==> src/rtl/seg7_scan.sv <==
// Time-multiplexed hex driver for an 8-digit common-anode 7-segment display, double-buffered at frame boundaries.
// Optional LEAD_ZERO_BLANK_EN blanks leading zero digits (digit 0 always shown).
module seg7_scan #(
   parameter int DIGITS = 8,
   parameter int DWELL  = 4,
   parameter int GAP    = 1
) (
   input  logic                  in_clk,
   input  logic                  rst_n,
   input  logic                  load,
   input  logic [4*DIGITS-1:0]   data,
   input  logic [DIGITS-1:0]     dp_in,
   input  logic [DIGITS-1:0]     en_mask,
   output logic [DIGITS-1:0]     an,
   output logic [6:0]            seg,
   output logic                  dp,
   output logic                  frame_done
);

   localparam int MAXC = (GAP > DWELL) ? GAP : DWELL;
   localparam int CW   = (MAXC > 1) ? $clog2(MAXC) : 1;
   localparam int IW   = (DIGITS > 1) ? $clog2(DIGITS) : 1;

   localparam logic [CW-1:0] DWELL_LAST = CW'(DWELL - 1);
   localparam logic [CW-1:0] GAP_LAST   = CW'((GAP > 0) ? GAP - 1 : 0);
   localparam logic [IW-1:0] IDX_LAST   = IW'(DIGITS - 1);

   localparam logic [0:0] ST_GAP  = 1'b0;
   localparam logic [0:0] ST_SHOW = 1'b1;
   localparam logic [0:0] ST_INIT = (GAP > 0) ? ST_GAP : ST_SHOW;

   logic [0:0]          state;
   logic [CW-1:0]       cnt;
   logic [IW-1:0]       idx;
   logic [4*DIGITS-1:0] disp;
   logic [DIGITS-1:0]   disp_dp;
   logic [4*DIGITS-1:0] pend;
   logic [DIGITS-1:0]   pend_dp;
   logic                pend_vld;

   logic [3:0]          nib;
   logic                dig_dp;
   logic                dig_en;
   logic                dig_blank;
   logic                lit;
   logic                last_show;
   logic [DIGITS-1:0]   an_nxt;
`ifdef LEAD_ZERO_BLANK_EN
   logic                upper_zero;
`endif

   function automatic logic [6:0] decode(input logic [3:0] v);
      case (v)
         4'h0: decode = 7'h40;
         4'h1: decode = 7'h79;
         4'h2: decode = 7'h24;
         4'h3: decode = 7'h30;
         4'h4: decode = 7'h19;
         4'h5: decode = 7'h12;
         4'h6: decode = 7'h02;
         4'h7: decode = 7'h78;
         4'h8: decode = 7'h00;
         4'h9: decode = 7'h10;
         4'hA: decode = 7'h08;
         4'hB: decode = 7'h03;
         4'hC: decode = 7'h46;
         4'hD: decode = 7'h21;
         4'hE: decode = 7'h06;
         default: decode = 7'h0E;
      endcase
   endfunction

   // Walk digits from the top so the leading-zero test accumulates downward.
   always_comb begin
      nib       = 4'h0;
      dig_dp    = 1'b0;
      dig_en    = 1'b0;
      dig_blank = 1'b0;
`ifdef LEAD_ZERO_BLANK_EN
      upper_zero = 1'b1;
`endif
      for (int k = DIGITS - 1; k >= 0; k--) begin
`ifdef LEAD_ZERO_BLANK_EN
         upper_zero = upper_zero & (disp[4*k +: 4] == 4'h0);
`endif
         if (idx == IW'(k)) begin
            nib    = disp[4*k +: 4];
            dig_dp = disp_dp[k];
            dig_en = en_mask[k];
`ifdef LEAD_ZERO_BLANK_EN
            dig_blank = (k != 0) && upper_zero;
`endif
         end
      end
   end

   assign lit       = (state == ST_SHOW) && dig_en && !dig_blank;
   assign last_show = (state == ST_SHOW) && (cnt == DWELL_LAST);

   always_comb begin
      an_nxt = '1;
      for (int k = 0; k < DIGITS; k++) begin
         if (lit && (idx == IW'(k))) an_nxt[k] = 1'b0;
      end
   end

   // State registers name the phase emitted at the next edge; outputs register that phase.
   always_ff @(posedge in_clk or negedge rst_n) begin
      if (!rst_n) begin
         state      <= ST_INIT;
         cnt        <= '0;
         idx        <= '0;
         an         <= '1;
         seg        <= 7'h7F;
         dp         <= 1'b1;
         frame_done <= 1'b0;
      end else begin
         an         <= an_nxt;
         seg        <= lit ? decode(nib) : 7'h7F;
         dp         <= lit ? ~dig_dp : 1'b1;
         frame_done <= last_show && (idx == IDX_LAST);
         if (state == ST_GAP) begin
            if (cnt == GAP_LAST) begin
               state <= ST_SHOW;
               cnt   <= '0;
            end else begin
               cnt <= cnt + 1'b1;
            end
         end else if (last_show) begin
            state <= ST_INIT;
            cnt   <= '0;
            idx   <= (idx == IDX_LAST) ? '0 : idx + 1'b1;
         end else begin
            cnt <= cnt + 1'b1;
         end
      end
   end

   // frame_done marks the boundary cycle; a load landing there bypasses the pending buffer.
   always_ff @(posedge in_clk or negedge rst_n) begin
      if (!rst_n) begin
         disp     <= '0;
         disp_dp  <= '0;
         pend     <= '0;
         pend_dp  <= '0;
         pend_vld <= 1'b0;
      end else if (load) begin
         if (frame_done) begin
            disp     <= data;
            disp_dp  <= dp_in;
            pend_vld <= 1'b0;
         end else begin
            pend     <= data;
            pend_dp  <= dp_in;
            pend_vld <= 1'b1;
         end
      end else if (frame_done && pend_vld) begin
         disp     <= pend;
         disp_dp  <= pend_dp;
         pend_vld <= 1'b0;
      end
   end

endmodule

==> config.mk <==
export PLATFORM = sky130hd
export DESIGN_NAME = seg7_scan
export DESIGN_NICKNAME = d
export VERILOG_FILES = /design/src/rtl/seg7_scan.sv
export SDC_FILE = /design/constraint.sdc
export NUM_CORES = 1
export LEC_CHECK = 0
export ABC_AREA = 1
export CORE_MARGIN = 10
export CORE_UTILIZATION = 45
export DETAILED_ROUTE_END_ITERATION = 6
export PLACE_DENSITY = 0.7
export SLEW_MARGIN = 10
export SYNTH_ARGS = -nofsm -noshare
export SYNTH_HDL_FRONTEND = slang
export SYNTH_SLANG_ARGS = --single-unit
==> constraint.sdc <==
create_clock -name in_clk -period 2.4 [get_ports in_clk]
set_clock_uncertainty 0.1 [all_clocks]
set_input_delay 0.48 -clock in_clk [delete_from_list [all_inputs] [get_ports in_clk]]
set_output_delay 0.48 -clock in_clk [all_outputs]
set_load 0.01 [all_outputs]
==> summary.txt <==
Placement
  – GPL Wtd Cong: 0.910
  – IO buf count: 67
  – DP HPWL: 8.65 mm

Clock tree
  – Htree depth: 3
  – Clock-pin slew on the worst setup and hold paths: 0.07 ns
  – Root Driver: clkbuf_16
  – Clock sink count: 104
  – TritonCTS Buffers: 9
  – Skew-Pair Late Insertion Delay: 0.35 ns
  – CTS max path bufs: 2
  – CTS tree: yes
  – CTS Hold Bufs: 0

Floorplanning
  – Total core area: 11000 µm²
  – Floorplan row count: 38
  – Die Wd: 127 µm
  – I/O Pins: 68
  – Die area: 16100 µm²
  – Die Height: 127 µm
  – Initial Util: 46.6%

Synth
  – Sequential fraction of the synthesis area: 51.0%
  – Yosys warns: 0
  – Yosys cell types: 28
  – Xor/xnor share of the synthesized area: 0%
  – Top post-synthesis cells by area: dfrtp_1 43%, nand2_1 11%, dfstp_2 8.2%, o21ai_0 6.1%, inv_1 6.1%
  – Simple-gate area share of the yosys netlist: 18.9%
  – Synth Net Count: 665
  – Synth top area share: 42.9%
  – Mux contribution to synthesized area: 3.95%
  – Synth area leader: dfrtp_1
  – Post-synthesis compound-gate area fraction: 13.5%
  – Synth Register Bits: 104
  – Adder-Cell Fraction of Synth Area: 3.65%
  – Post-Syn Area: 5140 µm²
  – Post-synthesis cell count: 599
  – Average size of a mapped cell: 8.58 µm²
  – Main combinational cell family by area after synthesis: simple AND/OR/NAND/NOR gates

Routing
  – Vias per inst: 5.09
  – First-pass iteration count of the detailed router: 4
  – Via count: 4164
  – Routed WL: 12.2 mm
  – Antenna Nets Post-Route: 0
  – Initial DRC Count: 325
  – DRC Markers: 0
  – Average wire per standard cell: 14.9 µm

Critical path
  – Worst EP arrival: 2.49 ns
  – Setup crit end kind: flip-flop
  – WS Path Type: reg -> reg
  – Startpoint Class: flip-flop
  – FF-to-FF setup slack: 0.11 ns
  – CP max FO: 4
  – Required @ worst endpoint: 2.59 ns

STA
  – Final TNS setup: 0 ns
  – Finish-stage setup viols: 0
  – Tmin final: 2.29 ns
  – Worst hold slack: 0.0877 ns
  – Max frequency: 436 MHz
  – Fin crit share: 95.6%
  – Slew Limit Fails: 0
  – Slew @ Worst Pin: 0.573 ns
  – Slew margin rel.: 61.8%
  – Final Hold Vio Count: 0

GRT
  – Grt total ovfl: 0
  – Largest net degree at the start of global routing: 105
  – Initial antenna violation count: 0
  – Vias in the first global route: 4170
  – First-pass GRT wire length: 20.6 mm
  – Total track usage: 15.6%

Power and ir drop
  – Comb power frac: 12.9%
  – VDD IR max: 0.322 mV
  – Pleak: 3.08 nW
  – Clock share of power: 38.4%
  – Switch share: 24.3%
  – Sequential Power Share: 48.8%
  – Internal Power: 3.07 mW
  – Power per cell area: 616 nW/µm²
  – Sw Pwr: 0.984 mW

Worst hold path
  – HP Class: in -> async

Flow run
  – Max-Cap Viols: 0

Finish
  – Layout cells sized above 1: 17.7%
  – Nets@finish: 739
  – P&R area growth vs syn: 28.0%
  – Diodes inserted: 0

Outcome
  – Status: finished clean
sequential cells by signal, summed over array words and instances, names as in the netlist, 2 cells and up:
name     flops
cnt          2
pend        32
disp        32
disp_dp      8
pend_dp      8
an           8
seg          7
idx          3
layout make-up:
| cell class | count | area (µm²) |
|---|---|---|
| clock inverter | 7 | 96.3 |
| multi-input combinational | 381 | 2210 |
| sequential | 104 | 2630 |
| timing repair buffer | 92 | 913 |
| tap | 140 | 175 |
| fill | 979 | 4450 |
| clock buffer | 9 | 225 |
| inverter | 85 | 327 |
critical path, cell delays in order (launching register included):
cell and delay [ns]:
dfrtp_2 0.47, ha_4 0.19, ha_1 0.21, inv_2 0.09, o21ai_0 0.08, inv_1 0.05, nand2_1 0.05, nand3_1 0.06
nand2_1 0.10, a21oi_4 0.22, inv_2 0.09, ha_1 0.21, a21oi_1 0.16, nand2_1 0.08, nand2_1 0.07
path summary, 6_finish.rpt:
kind,startpoint,end,depth (start not counted)
min reg2reg,pend[24],pend[24],2
min in group in_clk,pend[24],pend[24],2
max in group asynchronous,rst_n,dp,2
min,rst_n,cnt[0],2
max,idx[0],seg[4],14
max reg2reg,idx[0],seg[4],14
layer usage:
metal / track usage [%] / part of all wire [%] / wire (µm) / vias to the layer above
met5: 0 / 0 / 0 / -
met4: 5.76 / 1.3 / 156 / 0
met3: 3.62 / 4.3 / 521 / 9
met2: 24.2 / 48 / 5820 / 93
met1: 20.6 / 47 / 5710 / 1978
li1: - / - / - / 2084
metrics by stage:
stage / cells / cell area (µm²) / util [%] / power (mW) / worst slack (ns)
finish: 818 / 6580 / 59.6 / 4.05 / 0.106
global route: 818 / 6580 / 59.6 / 4.26 / -0.0330
detailed placement: 791 / 5980 / 54.2 / 2.49 / -0.0458
floorplan: 599 / 5140 / - / 2.25 / 0.174
global placement: 791 / 5980 / 54.2 / 2.47 / 0.0765
CTS: 807 / 6310 / 57.2 / 4.07 / 0.0103
Yosys cell counts:
cell type,number
a21oi_1,9
a21oi_2,1
a21oi_4,1
a31oi_1,18
buf_1,2
buf_2,9
buf_4,1
buf_6,2
clkbuf_1,15
dfrtp_1,88
dfstp_2,16
ha_1,15
inv_1,83
inv_2,1
inv_4,1
mux2_2,18
nand2_1,151
nand2_2,7
nand2_4,4
nand3_1,34
nand3b_1,2
nor2_1,30
nor2_4,1
o211ai_1,24
o21ai_0,63
o21ai_2,1
o22ai_1,1
or2_0,1
cells in the final DEF (no fill, tap or decap), types with 4 or more instances in the layout:
cell / instances
clkdlybuf4s50_1: 65
buf_12: 5
a31oi_1: 18
nand3_1: 31
mux2_2: 18
nand2_2: 9
o211ai_1: 24
clkbuf_16: 9
dfrtp_1: 86
o21ai_0: 63
ha_1: 6
nand2_1: 148
nand2_4: 4
ha_4: 8
inv_1: 76
a21oi_1: 8
inv_2: 6
dfstp_2: 16
buf_4: 21
nor2_1: 29
power groups by stage:
stage | combinational (mW) | clock [mW] | sequential (mW)
2_1_floorplan | 0.258 | 0 | 1.99
3_3_place_gp | 0.472 | 0 | 2.00
3_5_place_dp | 0.483 | 0 | 2.01
4_1_cts | 0.488 | 1.61 | 1.98
5_1_grt | 0.590 | 1.68 | 1.99
6_report | 0.521 | 1.56 | 1.98
timing repair:
action,4_1_cts,5_1_grt
setup endpoints to repair,6,16
endpoints found under the hold margin,0,0
buffers inserted,0,11
pin swaps,0,12
resized for setup,2,34
cells by family (layout without fill, tap and decap cells):
family,after synthesis,count (layout)
muxes,18,18
DFF,104,104
adders and majority gates,15,15
and+or+nand+nor,230,230
buffers and inverters,114,193
AOI/OAI and AO/OA,118,118
Note: power is estimated with default switching activity, not from simulation.
